--- src/rtl/alu_decoder_pipe.sv ---
// rtl/alu_decoder_pipe.sv - ALU control decoder with 2-entry output FIFO; ALU_DECODER_PIPE_MEXT_EN enables M-extension decode
module alu_decoder_pipe #(
    parameter int CTRL_W = 4,
    parameter int TAG_W  = 5
) (
    input  logic              clk,
    input  logic              rst,
    input  logic              in_valid,
    output logic              in_ready,
    input  logic [1:0]        ALUOp,
    input  logic [2:0]        funct3,
    input  logic [6:0]        funct7,
    input  logic [6:0]        op,
    input  logic [TAG_W-1:0]  tag_in,
    output logic              out_valid,
    input  logic              out_ready,
    output logic [CTRL_W-1:0] ALUControl,
    output logic              illegal,
    output logic [TAG_W-1:0]  tag_out,
    output logic [15:0]       illegal_cnt
);

    localparam logic [3:0] ALU_ADD   = 4'b0000;
    localparam logic [3:0] ALU_SUB   = 4'b0001;
    localparam logic [3:0] ALU_AND   = 4'b0010;
    localparam logic [3:0] ALU_OR    = 4'b0011;
    localparam logic [3:0] ALU_XOR   = 4'b0100;
    localparam logic [3:0] ALU_SLT   = 4'b0101;
    localparam logic [3:0] ALU_SLTU  = 4'b0110;
    localparam logic [3:0] ALU_SLL   = 4'b0111;
    localparam logic [3:0] ALU_SRL   = 4'b1000;
    localparam logic [3:0] ALU_SRA   = 4'b1001;
    localparam logic [3:0] ALU_PASSB = 4'b1010;
`ifdef ALU_DECODER_PIPE_MEXT_EN
    localparam logic [3:0] ALU_MUL   = 4'b1011;
    localparam logic [3:0] ALU_MULH  = 4'b1100;
    localparam logic [3:0] ALU_DIV   = 4'b1101;
    localparam logic [3:0] ALU_REM   = 4'b1110;
`endif

    typedef enum logic [1:0] {
        EMPTY = 2'b00,
        ONE   = 2'b01,
        FULL  = 2'b10
    } state_t;

    state_t state, next_state;

    logic             r_type;
    logic             f7_zero;
    logic             f7_alt;
    logic             mext_hit;
    logic             arith_bad;
    logic [3:0]       dec_ctrl;
    logic             dec_ill;
    logic             push;
    logic             pop;
    logic             load_head_in;
    logic             load_head_tail;
    logic             load_tail;
    logic [3:0]       head_ctrl;
    logic             head_ill;
    logic [TAG_W-1:0] head_tag;
    logic [3:0]       tail_ctrl;
    logic             tail_ill;
    logic [TAG_W-1:0] tail_tag;
    logic [15:0]      cnt;
    logic             unused_op;

    // Only op[5] distinguishes R-type from I-type; the rest of the opcode is ignored.
    assign unused_op = ^{op[6], op[4:0]};
    assign r_type    = op[5];
    assign f7_zero   = (funct7 == 7'b0000000);
    assign f7_alt    = (funct7 == 7'b0100000);

`ifdef ALU_DECODER_PIPE_MEXT_EN
    assign mext_hit = r_type && (funct7 == 7'b0000001);
`else
    assign mext_hit = 1'b0;
`endif

    // Encodings that are not valid base-ISA arithmetic; an M-extension hit is decoded before this is consulted.
    assign arith_bad = (r_type && !(f7_zero || f7_alt))
                     || (r_type && f7_alt && !((funct3 == 3'b000) || (funct3 == 3'b101)))
                     || (!r_type && (funct3 == 3'b001) && !f7_zero)
                     || (!r_type && (funct3 == 3'b101) && !(f7_zero || f7_alt));

    // Combinational decode of the presented request; illegal encodings fall back to ADD.
    always_comb begin
        dec_ctrl = ALU_ADD;
        dec_ill  = 1'b0;
        case (ALUOp)
            2'b00: dec_ctrl = ALU_ADD;
            2'b01: begin
                case (funct3)
                    3'b000, 3'b001: dec_ctrl = ALU_SUB;
                    3'b100, 3'b101: dec_ctrl = ALU_SLT;
                    3'b110, 3'b111: dec_ctrl = ALU_SLTU;
                    default:        dec_ill  = 1'b1;
                endcase
            end
            2'b10: begin
                if (mext_hit) begin
`ifdef ALU_DECODER_PIPE_MEXT_EN
                    case (funct3)
                        3'b000:                 dec_ctrl = ALU_MUL;
                        3'b001, 3'b010, 3'b011: dec_ctrl = ALU_MULH;
                        3'b100, 3'b101:         dec_ctrl = ALU_DIV;
                        default:                dec_ctrl = ALU_REM;
                    endcase
`endif
                end else if (arith_bad) begin
                    dec_ill = 1'b1;
                end else begin
                    case (funct3)
                        3'b000:  dec_ctrl = (r_type && funct7[5]) ? ALU_SUB : ALU_ADD;
                        3'b001:  dec_ctrl = ALU_SLL;
                        3'b010:  dec_ctrl = ALU_SLT;
                        3'b011:  dec_ctrl = ALU_SLTU;
                        3'b100:  dec_ctrl = ALU_XOR;
                        3'b101:  dec_ctrl = funct7[5] ? ALU_SRA : ALU_SRL;
                        3'b110:  dec_ctrl = ALU_OR;
                        default: dec_ctrl = ALU_AND;
                    endcase
                end
            end
            default: dec_ctrl = ALU_PASSB;
        endcase
    end

    assign in_ready  = (state != FULL);
    assign out_valid = (state == ONE) || (state == FULL);
    assign push      = in_valid && in_ready;
    assign pop       = out_valid && out_ready;

    // FIFO occupancy register.
    always_ff @(posedge clk or negedge rst) begin
        if (!rst) begin
            state <= EMPTY;
        end else begin
            state <= next_state;
        end
    end

    // Next occupancy and which storage slot loads; head is always the presented entry.
    always_comb begin
        next_state     = state;
        load_head_in   = 1'b0;
        load_head_tail = 1'b0;
        load_tail      = 1'b0;
        case (state)
            EMPTY: begin
                if (push) begin
                    next_state   = ONE;
                    load_head_in = 1'b1;
                end
            end
            ONE: begin
                if (push && pop) begin
                    load_head_in = 1'b1;
                end else if (push) begin
                    next_state = FULL;
                    load_tail  = 1'b1;
                end else if (pop) begin
                    next_state = EMPTY;
                end
            end
            FULL: begin
                if (pop) begin
                    next_state     = ONE;
                    load_head_tail = 1'b1;
                end
            end
            default: next_state = EMPTY;
        endcase
    end

    // Head/tail storage; head only changes on a load so it holds steady under backpressure.
    always_ff @(posedge clk or negedge rst) begin
        if (!rst) begin
            head_ctrl <= 4'b0000;
            head_ill  <= 1'b0;
            head_tag  <= '0;
            tail_ctrl <= 4'b0000;
            tail_ill  <= 1'b0;
            tail_tag  <= '0;
        end else begin
            if (load_head_in) begin
                head_ctrl <= dec_ctrl;
                head_ill  <= dec_ill;
                head_tag  <= tag_in;
            end else if (load_head_tail) begin
                head_ctrl <= tail_ctrl;
                head_ill  <= tail_ill;
                head_tag  <= tail_tag;
            end
            if (load_tail) begin
                tail_ctrl <= dec_ctrl;
                tail_ill  <= dec_ill;
                tail_tag  <= tag_in;
            end
        end
    end

    // Saturating count of accepted illegal decodes.
    always_ff @(posedge clk or negedge rst) begin
        if (!rst) begin
            cnt <= 16'h0000;
        end else if (push && dec_ill && (cnt != 16'hFFFF)) begin
            cnt <= cnt + 16'h0001;
        end
    end

    assign illegal_cnt = cnt;

    // Result fields are forced to zero whenever nothing is presented.
    always_comb begin
        ALUControl = '0;
        illegal    = 1'b0;
        tag_out    = '0;
        if (out_valid) begin
            ALUControl = CTRL_W'(head_ctrl);
            illegal    = head_ill;
            tag_out    = head_tag;
        end
    end

endmodule

--- config.mk ---
export PLATFORM = sky130hd
export DESIGN_NAME = alu_decoder_pipe
export DESIGN_NICKNAME = d
export VERILOG_FILES = /design/src/rtl/alu_decoder_pipe.sv
export SDC_FILE = /design/constraint.sdc
export NUM_CORES = 1
export LEC_CHECK = 0
export CAP_MARGIN = 20
export CORE_AREA = 5 5 75 77
export CTS_CLUSTER_DIAMETER = 200
export CTS_CLUSTER_SIZE = 25
export DETAILED_ROUTE_END_ITERATION = 16
export DIE_AREA = 0 0 80 82
export PLACE_DENSITY = 0.78
export SLEW_MARGIN = 20
export SYNTH_ARGS = -nofsm -noshare
export SYNTH_HDL_FRONTEND = slang
export SYNTH_SLANG_ARGS = --single-unit
--- constraint.sdc ---
create_clock -name clk -period 2.5 [get_ports clk]
set_clock_uncertainty 0.05 [all_clocks]
set_input_delay 0.5 -clock clk [delete_from_list [all_inputs] [get_ports clk]]
set_output_delay 0.5 -clock clk [all_outputs]
set_load 0.005 [all_outputs]
==> metrics.csv <==
metric;value;unit
vias per inst;5.05;
Comb power frac;42.7;%
Sw Share;32.4;%
TNS Setup;0;ns
Post-Syn Area;2090;sq um
P_sw;0.000757;W
Crit. End Element;register;
Post-Route WL;4930;um
Seq/Total Area, Yosys;45.6;%
die height;82;um
Critical Path Fanout Max;7;
Syn. warnings;0;
WL per Instance;13.8;um
Least-Margin Pin Slew;0.847;ns
GRT overflow;0;
share of layout cells above drive strength 1;21.0;%
Hold Crit Class;primary input to async pin;
IO Pins;56;
overall power;0.00233;W
Die ar.;6560;sq um
# H-tree levels;2;
die span in x;80;um
Clock Path Buffers;2;
part of the power in the clock network;17.6;%
status;finished clean;
P_leak;1.41;nW
Hold Vio Cnt, Final;0;
clock buffer count from CTS;5;
initial antenna violation count;0;
synth-to-layout area growth;45.1;%
Initial Utilization;42.2;%
vias in the first global route;1768;
worst-case reg-to-reg path depth;7;
TritonRoute pass-1 iters;4;
gr usage total;15.4;%
largest net degree at the start of global routing;39;
max frequency;405;MHz
FF+latch count, synth;38;
CP max stage cell;clkdlybuf4s50_1;
final worst slack;0.0333;ns
DRC viols;0;
Fill cells;433;
max cap viols;0;
Rows;26;
syn_nets;252;
Worst slew margin;43.6;%
DP HPWL;3480;um
crit-path max cell delay;0.47;ns
ys flop type;dfrtp_1;
Post-synth ARST share;100;%
number of synthesized flops with an enable pin;0;
PwrDens;771;nW/um^2
first-pass GRT wire length;7970;um
Layout Cells excl Fill;356;
Syn Inst Count;216;
Worst-Skew Late Latency;0.29;ns
Worst Path Required;2.65;ns
Worst R2R Start;illegal_cnt[6];
crit path cell chain;clkdlybuf4s50_1 > inv_1 > ha_1 > nor4b_2 > buf_4 > o21ai_4 > buf_12 > nor3_1 > xor2_1;
via count of the routed design;1797;
Yosys cell types;42;
min cycle time layout;2.47;ns
Avg Cell Area, Syn;9.66;sq um
# nets final;323;
post-place setup slack;-0.330;ns
Core ar.;4940;sq um
Cell Int Power;0.00158;W
RePlAce Congestion;0.842;
clk sinks;38;
1st-iter DRT viols;108;
fin crit share;98.7;%
# setup viols final;0;
sequential share of power;39.7;%
Final Max Slew Viols;0;
Crit Reg-Reg Endpoint;illegal_cnt[5];
Worst IR Drop VDD;0.281;mV
Buffers on Ports;49;
antenna viol nets, final;0;
ant diodes;0;
CP Launch Type;primary input;
r2r setup slk;0.10;ns
critical path class;primary input to register;
Root Buffer;clkbuf_8;
clock-pin slew on the worst setup and hold paths;0.07;ns
WP data arrival;2.62;ns
CTS tree;built;
placed cells;347;
-- area by class of cell --
| cell class | instances | area [sq um] | share of cell area [%] |
|---|---|---|---|
| multi-input combinational | 161 | 1170 | 38.8 |
| timing repair buffer | 72 | 698 | 23.1 |
| sequential | 38 | 951 | 31.4 |
| inverter | 9 | 33.8 | 1.12 |
| clock buffer | 6 | 82.6 | 2.73 |
| tap | 70 | 87.6 | 2.89 |
-- cell families (layout without fill, tap and decap cells) --
group                      after synthesis  count (layout)  share of synthesized area (%)
AOI/OAI and AO/OA                       37              37                           13.2
xor gates and xnor gates                13              13                           5.46
adders and majority gates                8               8                           4.80
buffers and inverters                   17              87                           3.18
DFF                                     38              38                           45.6
muxes                                   10              10                           5.34
and+or+nand+nor                         93              93                           22.5
-- stage by stage --
step / hold WS (ns) / utilization (%) / area [sq um]
after floorplan: 0.154 / - / 2090
after global placement: 0.401 / 56.4 / 2790
after detailed placement: 0.412 / 56.4 / 2790
after CTS: 0.289 / 58.4 / 2890
after global routing: 0.340 / 61.2 / 3030
final: 0.262 / 61.2 / 3030
-- timing repair --
item / 4_1_cts / 5_1_grt
resized for setup: 3 / 20
gates cloned: 0 / 1
setup endpoints to repair: 11 / 24
buffers inserted: 0 / 2
pin swaps: 0 / 10
hold buffers: 0 / 0
-- registers in the layout, summed over array words and instances (netlist names) --
register	count
illegal_cnt	16
head_tag	5
tail_tag	5
head_ctrl	4
tail_ctrl	4
state	2
head_ill	1
tail_ill	1
-- cell usage in the layout (no fill, tap or decap), drive strengths merged, types with 2 or more instances in the layout --
master / instances
nor2b: 4
dfrtp: 38
nand2b: 4
buf: 23
nor4: 3
nand2: 32
nand3: 8
ha: 8
inv: 9
or2: 3
mux2: 9
dlymetal6s2s: 4
o21ai: 12
a22oi: 8
xnor2: 2
and2: 11
a22o: 2
xor2: 11
nor2: 12
and3: 2
nor3: 7
or4: 2
clkbuf: 7
a21o: 3
clkdlybuf4s50: 44
nor4b: 2
-- worst max-delay path by stage --
stage | start | end | slack [ns] | cells past startpoint
2_1_floorplan | funct7[1] | illegal_cnt[1] | 0.16 | 6
3_3_place_gp | funct3[0] | illegal_cnt[14] | -0.28 | 7
5_1_grt | ALUOp[0] | illegal_cnt[5] | -0.07 | 9
3_5_place_dp | funct3[0] | illegal_cnt[14] | -0.33 | 7
6_report | ALUOp[0] | illegal_cnt[5] | 0.03 | 9
4_1_cts | funct3[0] | illegal_cnt[14] | 0.02 | 7
-- routing by layer --
layer,global-route usage [%],wire length [um],vias to the layer above
met5,0,0,-
met4,6.08,65,0
met3,2.63,182,6
met2,26.9,2500,32
met1,19.0,2180,871
li1,-,-,888
-- power by group through the flow --
stage | combinational, W | clock, W | sequential, W
after floorplan | 0.000509 | 0 | 0.000903
after global placement | 0.000916 | 0 | 0.000924
after detailed placement | 0.000943 | 0 | 0.000933
after CTS | 0.000958 | 0.000424 | 0.000922
after global routing | 0.00111 | 0.000450 | 0.000951
final | 0.000997 | 0.000411 | 0.000927
-- cells in the mapped netlist (2+ instances only) --
cell,n,area (sq um)
dfrtp_1,38,951
nand2_1,32,120
nor2_1,12,45.0
and2_1,11,68.8
xor2_1,11,96.3
inv_1,9,33.8
mux2_2,9,101
o21ai_0,9,45.0
a22oi_1,8,60.1
ha_1,8,100
nand3_1,8,40.0
nor3_1,7,35.0
clkbuf_1,6,22.5
nand2b_1,4,25.0
nor2b_1,4,25.0
a21o_1,3,22.5
nor4_1,3,18.8
or2_2,3,18.8
a22o_1,2,17.5
and3_1,2,12.5
buf_2,2,10.0
nor4b_1,2,17.5
o21ai_1,2,10.0
or4_4,2,22.5
xnor2_1,2,17.5
-- worst max-delay path: cells and delay by family --
family / cells / cell delay, ns
buffers and inverters: 4 / 0.85
AOI/OAI and AO/OA: 1 / 0.08
xor gates and xnor gates: 1 / 0.22
adders and majority gates: 1 / 0.34
and+or+nand+nor: 2 / 0.61
Note: power is estimated with default switching activity, not from simulation.
